===== config.mk =====
export PLATFORM = sky130hd
export DESIGN_NAME = tile_bg_renderer
export DESIGN_NICKNAME = d
export VERILOG_FILES = /design/src/rtl/tile_bg_renderer.sv
export SDC_FILE = /design/constraint.sdc
export NUM_CORES = 1
export LEC_CHECK = 0
export ABC_AREA = 1
export ABC_CLOCK_PERIOD_IN_PS = 9150
export CORE_MARGIN = 2
export CORE_UTILIZATION = 50
export DETAILED_ROUTE_END_ITERATION = 6
export MAX_ROUTING_LAYER = met4
export PLACE_DENSITY_LB_ADDON = 0.25
export SYNTH_ARGS = -nofsm -noshare
export SYNTH_HDL_FRONTEND = slang
export SYNTH_SLANG_ARGS = --single-unit

===== constraint.sdc =====
create_clock -name pclk -period 9.15 [get_ports pclk]
set_input_delay 2.745 -clock pclk [delete_from_list [all_inputs] [get_ports pclk]]
set_output_delay 2.745 -clock pclk [all_outputs]
set_load 0.01 [all_outputs]

===== src/rtl/tile_bg_renderer.sv =====
// Scrolling tile-map background renderer: three-stage pixel pipeline from
// VGA timing to RGB444, with map and pixel memory lookups in stages 1 and 2.
module tile_bg_renderer #(
  parameter int unsigned TILE_BITS    = 4,
  parameter int unsigned MAP_COL_BITS = 8,
  parameter int unsigned MAP_ROW_BITS = 5,
  parameter logic [11:0] BG_COLOR     = 12'h6AF,
  parameter logic [11:0] TRANSPARENT  = 12'hF0F,
  parameter int unsigned LATCH_LINE   = 480
) (
  input  logic        pclk,
  input  logic        rst,
  input  logic [9:0]  hcount_in,
  input  logic [9:0]  vcount_in,
  input  logic        hsync_in,
  input  logic        vsync_in,
  input  logic        blnk_in,
  input  logic [11:0] scroll_x,
  output logic [12:0] map_addr,
  input  logic [7:0]  map_data,
  output logic [15:0] tile_addr,
  input  logic [11:0] tile_data,
  output logic [9:0]  hcount_out,
  output logic [9:0]  vcount_out,
  output logic        hsync_out,
  output logic        vsync_out,
  output logic        blnk_out,
  output logic [11:0] rgb_out
);

  localparam int unsigned MAP_AW  = MAP_ROW_BITS + MAP_COL_BITS;
  localparam int unsigned TILE_AW = 8 + 2 * TILE_BITS;

  logic [11:0]          scroll_reg;
  logic [11:0]          wx_c;
  logic [TILE_BITS-1:0] px1, py1;
  logic                 empty2;

  // Delay-line taps after stage 1 and stage 2.
  logic [9:0] hc1, hc2, vc1, vc2;
  logic       hs1, hs2, vs1, vs2, bl1, bl2;

  // World x of the current pixel; wraps modulo 4096.
  assign wx_c = scroll_reg + 12'(hcount_in);

  // Sample scroll once per frame at the start of vertical blank.
  always_ff @(posedge pclk or posedge rst) begin
    if (rst) begin
      scroll_reg <= '0;
    end else if (hcount_in == 10'd0 && vcount_in == 10'(LATCH_LINE)) begin
      scroll_reg <= scroll_x;
    end
  end

  // Stage 1: tile-map address plus in-tile pixel coordinates.
  always_ff @(posedge pclk or posedge rst) begin
    if (rst) begin
      map_addr <= '0;
      px1      <= '0;
      py1      <= '0;
    end else begin
      map_addr <= MAP_AW'({vcount_in[TILE_BITS +: MAP_ROW_BITS],
                           wx_c[TILE_BITS +: MAP_COL_BITS]});
      px1      <= wx_c[TILE_BITS-1:0];
      py1      <= vcount_in[TILE_BITS-1:0];
    end
  end

  // Stage 2: pixel-memory address from the returned tile index.
  always_ff @(posedge pclk or posedge rst) begin
    if (rst) begin
      tile_addr <= '0;
      empty2    <= 1'b0;
    end else begin
      tile_addr <= TILE_AW'({map_data, py1, px1});
      empty2    <= (map_data == 8'd0);
    end
  end

  // Stage 3: colour selection with blanking, empty-tile and key-colour handling.
  always_ff @(posedge pclk or posedge rst) begin
    if (rst) begin
      rgb_out <= '0;
    end else if (!bl2) begin
      rgb_out <= 12'h000;
    end else if (empty2 || tile_data == TRANSPARENT) begin
      rgb_out <= BG_COLOR;
    end else begin
      rgb_out <= tile_data;
    end
  end

  // Three-deep delay line keeping timing aligned with rgb_out.
  always_ff @(posedge pclk or posedge rst) begin
    if (rst) begin
      hc1 <= '0; vc1 <= '0; hs1 <= 1'b0; vs1 <= 1'b0; bl1 <= 1'b0;
      hc2 <= '0; vc2 <= '0; hs2 <= 1'b0; vs2 <= 1'b0; bl2 <= 1'b0;
      hcount_out <= '0;
      vcount_out <= '0;
      hsync_out  <= 1'b0;
      vsync_out  <= 1'b0;
      blnk_out   <= 1'b0;
    end else begin
      hc1 <= hcount_in; vc1 <= vcount_in; hs1 <= hsync_in; vs1 <= vsync_in; bl1 <= blnk_in;
      hc2 <= hc1;       vc2 <= vc1;       hs2 <= hs1;      vs2 <= vs1;      bl2 <= bl1;
      hcount_out <= hc2;
      vcount_out <= vc2;
      hsync_out  <= hs2;
      vsync_out  <= vs2;
      blnk_out   <= bl2;
    end
  end

endmodule


Word level (Yosys, flattened, before mapping)
Index checks and enable logic that the tools add are counted.

operators by class
  reductions and logical operators = 4
  mux-type cells = 2
  equality and inequality tests = 2
  $add $sub $neg = 1

operators with widths
  kind                                                                    number
  12-bit two-way mux                                                      2
  12-bit by 10-bit adder with 12-bit output                               1
  12-bit equality test, second input constant                             1
  10-bit by 9-bit equality test with 1-bit output, second input constant  1
  10-bit zero test                                                        1
  8-bit zero test                                                         1
  1-bit logical AND                                                       1
  1-bit logical OR                                                        1

word-level totals
  bits of input ports = 57
  bits in registers = 131
  output and inout bits = 64
  word-level logic and storage cells = 31

Logic depth before layout (Yosys ltp)
Gate-level depths: netlist (run 1).

  depth after elaboration = 4
  gate-level depth with buffers = 9
  mapped depth without buffers = 9

Worst setup path after synthesis (run 1)
No wires, ideal clock.

  path kind = input to register
  start point = in hcount_in[0]
  end point = reg map_addr[4]
  setup time = 0.117 ns
  buffers on the path = 0
  setup slack = 5.272 ns
  arrival = 3.761 ns
  stages on the path = 8
  cell sequence = ha_1 fa_1 nand2_1 nand3_1 nand3_1 nand2_1 nand2_1 nand2_1

on the way
  word-level cells in the longest chain between the ends = 1

ends and longest elaborated chain
  element                                    RTL line  text
  from (decl)                                13        input logic [9:0] hcount_in,
  12-bit by 10-bit adder with 12-bit output  44        assign wx_c = scroll_reg + 12'(hcount_in);
  named net wx_c[8]                          35        logic [11:0] wx_c;
  to (signal assigned)                       62        map_addr <= MAP_AW'({vcount_in[TILE_BITS +: MAP_ROW_BITS],
  to (decl)                                  19        output logic [12:0] map_addr,

The timed path passes the listed nets, and every way through them passes these cells.
A chain may end at the register's enable or synchronous reset.

==> results.yml, run 1 <==
synth:
  synth_largest_area_cell: "dfrtp_1"
  ys_seq_elements: 118
  yosysSeqAreaShare_pct: 71.1
  synth_warnings: 0
  synth_most_common_cell: "dfrtp_1"
  synth_area_sq_um: 4150
  synthArstFlopShare_pct: 100
  synth_edf_count: 0
  synthCells: 350
  synthesis.nets: 418
  ys_types: 26
  synth_area_leaders: "dfrtp_1 71%, nand2_1 7.1%, inv_1 4.4%"
  ys.flop_type: "dfrtp_1"
  netlist.area_leader.share_pct: 71.1
  synth_common_cells: "118 x dfrtp_1, 79 x nand2_1, 49 x inv_1"
  avgSynthCellArea_sq_um: 11.9
place:
  place.gp.congestion: 0.901
  placed_cell_area_sq_um: 5400
  dp.cells: 564
  port_buffers: 120
  hpwl_mm: 5.38
floorplan:
  core_sq_um: 8130
  start_util_pct: 51.0
  die_h_microns: 95.1
  die_x_microns: 95.1
  rows: 33
  dieArea_sq_um: 9050
  io_pins: 121
cts:
  clk_latency_ps: 510
  htreeDepth: 4
  ctsHoldBuffers: 0
  cts_made_buffers: 17
  cts.path.max_buffers: 2
  clkSinkCount: 118
  clkSlewWorstSetupHoldPaths_ps: 60
  cts_setup_buffers: 0
  cts_tree: "done"
  root_buffer: "clkbuf_8"
  post_cts_resized: 0
setup_path:
  worstSetupPathType: "reg -> out"
  max_stage_delay_ps: 550
  rr_worst_depth: 8
  cp-end-kind: "output pin"
  crit_path_top_delay_cell: "clkdlybuf4s50_1"
  rr_startpoint: "scroll_reg[0]$_DFFE_PP0P_"
  cp.buffers_inverters: 1
  r2r_end: "map_addr[4]$_DFF_PP0_"
  crit_path_start_kind: "flop"
  required_ps: 6410
  critPathTopFamily: "buffers and inverters"
  worstPathMaxFanout: 2
  r2r_slack_ps: 7550
  worst-endpoint-arrival_ps: 1420
  path_cells: "clkdlybuf4s50_1"
drt:
  via_count: 2659
  viasPerCell: 4.47
  drc: 0
  wl_per_cell_microns: 13.5
  ant_nets: 0
  firstDrtPassIters: 4
  wl_mm: 8.03
  first_iter_violations: 149
sta:
  hold_viol: 0
  fmax_ghz: 0.240
  drv_slew: 0
  fin_crit_ps: 4170
  final.setup.tns_ps: 0
  tightest_slew_ps: 908
  whs_ps: 342
  fin_crit_sh_pct: 45.5
  setup-violations-final: 0
  rsz0062_at_grt: "false"
  slew_headroom_pct: 39.4
  fin_skew_ps: 10.8
worst_hold_path:
  hold_class: "reg -> reg"
  hp-start: "vc2[5]$_DFF_PP0_"
  hold_depth: 0
  whs_endpoint: "vcount_out[5]$_DFF_PP0_"
cells_and_area:
  multi_input_area_sq_um: 917
  num_antenna_cells: 0
  drive_above_1_share_pct: 10.2
  area_growth_pct: 43.6
  finalNonFillerCells: 595
  final.fill_count: 556
  regArea_sq_um: 2950
  nNetsFinal: 546
  finish.instance_area_sq_um: 5960
power:
  power_w: 0.00126
  pwr-share-clk_pct: 49.1
  seqPwrFrac_pct: 43.7
  ir_drop_mv: 0.167
  internal_power_w: 0.000987
  switching_share_pct: 22.0
  p_sw_w: 0.000278
  power.density_nw_per_um2: 212
  power.leakage_nw: 2.92
  combPwrFrac_pct: 7.1
global_route:
  grt_pass1_vias: 2662
  grt-ovfl-total: 0
  grt_use_total_pct: 20.0
  antenna_found_initial: 0
  grt_pass1_wl_mm: 13.0
  grt_max_degree: 79
outcome:
  status: "completed"
run:
  maxCapViolCount: 0
through the flow:
step           worst slack (ps)  util (%)
2_1_floorplan              3280         -
3_3_place_gp               4630      66.4
3_5_place_dp               4540      66.4
4_1_cts                    4950      73.3
5_1_grt                    4910      73.3
6_report                   4980      73.3
power by group through the flow:
stage,registers (W),clock network (W),logic (W)
floorplan,0.000567,0,0.0000261
global placement,0.000561,0,0.0000895
detailed placement,0.000562,0,0.0000910
CTS,0.000553,0.000631,0.0000919
global route,0.000555,0.000657,0.0000986
finish,0.000553,0.000622,0.0000903
per-layer routing:
| metal | wire (microns) | global-route usage, % | up-vias |
|---|---|---|---|
| li1 | - | - | 1330 |
| met4 | 99 | 4.47 | 0 |
| met2 | 3840 | 30.6 | 91 |
| met3 | 510 | 7.51 | 7 |
| met5 | 0 | - | - |
| met1 | 3570 | 25.7 | 1231 |
kinds of logic after synthesis:
kind of cell,count (synthesis),share of synthesized area (%)
DFF,118,71.1
xor gates and xnor gates,6,1.27
buffers and inverters,62,6.78
adders and majority gates,11,3.50
AOI/OAI and AO/OA,16,3.07
and+or+nand+nor,137,14.3
cell usage in the layout (no fill, tap or decap), drive strengths merged, types with 2 or more instances in the layout:
master	count
nor2	24
clkbuf	18
xor2	5
clkinv	7
nand4	4
clkinvlp	4
ha	10
nand3	21
bufinv	2
clkdlybuf4s50	120
dfrtp	118
nand3b	2
a21oi	3
inv	50
nand2	79
o21ai	12
and2	2
nor4	2
final cells by class:
type | count | share of cell area (%)
Sequential cell | 118 | 49.5
Clock buffer | 18 | 7.18
Inverter | 50 | 3.19
Clock inverter | 13 | 2.23
Tap cell | 105 | 2.20
Multi-Input combinational cell | 170 | 15.4
Timing Repair Buffer | 121 | 20.3
worst max path at each step:
stage | from | end | slack, ps | depth (start not counted)
after floorplan | rst | bl1$_DFF_PP0_ | 3280 | 1
after global placement | hcount_in[8] | scroll_reg[8]$_DFFE_PP0P_ | 4630 | 7
after detailed placement | hcount_in[8] | scroll_reg[2]$_DFFE_PP0P_ | 4540 | 7
after CTS | vc1[6]$_DFF_PP0_ | map_addr[10] | 4950 | 1
after global routing | rst | map_addr[2]$_DFF_PP0_ | 4910 | 3
final | vc1[6]$_DFF_PP0_ | map_addr[10] | 4980 | 1
Note: power is estimated with default switching activity, not from simulation.
==> run 2: changes to the inputs <==
Settings changed: ABC_CLOCK_PERIOD_IN_PS 9150 to 3600, CORE_UTILIZATION 50 to 42.
Clock period 9.15 ns to 3.6 ns, I/O delays scaled along.
==> results.yml, run 2 (synthesis results as in run 1) <==
worst_hold_path:
  hold_class: "reg -> reg"
sta:
  final.setup.tns_ps: 0
  slew_headroom_pct: 46.7
  fin_crit_sh_pct: 69.3
  rsz0062_at_grt: "false"
  setup_slack_ps: 1110
  hold_viol: 0
  drv_slew: 0
  tightest_slew_ps: 798
  setup-violations-final: 0
  fin_skew_ps: 6.06
  fmax_ghz: 0.401
  fin_crit_ps: 2490
cts:
  clk_latency_ps: 510
  cts_made_buffers: 17
  cts_setup_buffers: 0
  ctsHoldBuffers: 0
  post_cts_resized: 0
  htreeDepth: 4
  clkSlewWorstSetupHoldPaths_ps: 60
  cts_tree: "done"
  cts.path.max_buffers: 2
  root_buffer: "clkbuf_8"
  clkSinkCount: 118
power:
  internal_power_w: 0.00240
  pwr-share-clk_pct: 48.9
  p_sw_w: 0.000803
  combPwrFrac_pct: 7.3
  seqPwrFrac_pct: 43.7
  switching_share_pct: 25.0
  power.leakage_nw: 2.94
  ir_drop_mv: 0.278
  power.density_nw_per_um2: 531
setup_path:
  cp-end-kind: "output pin"
  worstSetupPathType: "reg -> out"
  max_stage_delay_ps: 540
  worstPathMaxFanout: 2
  cp.buffers_inverters: 1
  crit_path_start_kind: "flop"
  path_cells: "clkdlybuf4s50_1"
  crit_path_top_delay_cell: "clkdlybuf4s50_1"
  critPathTopFamily: "buffers and inverters"
  required_ps: 2520
  worst-endpoint-arrival_ps: 1410
cells_and_area:
  final.fill_count: 783
  drive_above_1_share_pct: 10.6
  multi_input_area_sq_um: 917
  layout_commonest_cell: "clkdlybuf4s50_1"
  num_antenna_cells: 0
  layout_common_cells: "120 x clkdlybuf4s50_1, 118 x dfrtp_1, 79 x nand2_1"
  nNetsFinal: 547
  area_growth_pct: 45.4
  regArea_sq_um: 2950
run:
  maxCapViolCount: 0
global_route:
  grt_max_degree: 55
  grt_pass1_wl_mm: 12.4
  antenna_found_initial: 0
  grt_use_total_pct: 16.4
  grt_pass1_vias: 2633
  grt-ovfl-total: 0
place:
  hpwl_mm: 5.92
  dp_slack_ps: 643
  port_buffers: 120
  place.gp.congestion: 0.830
drt:
  ant_nets: 0
  wl_mm: 8.02
  firstDrtPassIters: 6
  via_count: 2687
  drc: 0
  first_iter_violations: 38
  wl_per_cell_microns: 12.8
  viasPerCell: 4.30
outcome:
  status: "completed"
floorplan:
  start_util_pct: 42.9
  dieArea_sq_um: 10700
  core_sq_um: 9680
  die_h_microns: 103
  io_pins: 121
  rows: 36
  die_x_microns: 103
[run 2: cell count changes in the layout (fill, tap and decap cells not counted), sizes merged]
cell,change
buf,+1
bufinv,-2
clkinv,-2
inv,+7
clkbuf,-1
clkinvlp,-1
[run 2: worst paths after layout]
| kind | from | to | slack, ps | depth (start not counted) |
|---|---|---|---|---|
| hold reg to reg | px1[1]$_DFF_PP0_ | tile_addr[1]$_DFF_PP0_ | 350 | 0 |
| hold / removal | px1[1]$_DFF_PP0_ | tile_addr[1]$_DFF_PP0_ | 350 | 0 |
| setup reg to reg | scroll_reg[0]$_DFFE_PP0P_ | map_addr[4]$_DFF_PP0_ | 1940 | 8 |
| setup / recovery | vc1[7]$_DFF_PP0_ | map_addr[11] | 1110 | 1 |
| min in group asynchronous | rst | hcount_out[3]$_DFF_PP0_ | 1060 | 2 |
| max in group asynchronous | rst | vc1[2]$_DFF_PP0_ | 1840 | 3 |
[run 2: routing by layer]
metal  part of all wire [%]  up-vias  global-route usage [%]
met5                      0        -                       -
met4                    2.2        0                    8.60
met3                    4.9       19                    4.70
met2                     52       81                    26.9
met1                     41     1249                    18.1
li1                       -     1338                       -
[run 2: area by class of cell]
| class | instances | area share [%] |
|---|---|---|
| clock buffers | 17 | 6.86 |
| clock inverters | 15 | 2.55 |
| inverters | 50 | 3.17 |
| multi-input cells | 170 | 15.2 |
| flip-flops and latches | 118 | 48.9 |
| well taps | 133 | 2.76 |
| repair buffers | 122 | 20.6 |
[run 2: through the flow]
step	utilization (%)	hold slack, ps	instances	area (sq um)	total power [W]
after CTS	62.3	346	625	6040	0.00326
final	62.3	346	625	6040	0.00321
after floorplan	-	331	350	4160	0.00151
after global placement	56.5	331	593	5470	0.00166
after detailed placement	56.5	335	593	5470	0.00167
after global routing	62.3	353	625	6040	0.00334
[run 2: power by group through the flow]
stage                     clock (W)  combinational (W)  sequential (W)
after global routing        0.00168           0.000259         0.00141
after global placement            0           0.000236         0.00142
after detailed placement          0           0.000239         0.00143
after floorplan                   0          0.0000665         0.00144
after CTS                   0.00161           0.000240         0.00140
final                       0.00157           0.000235         0.00140
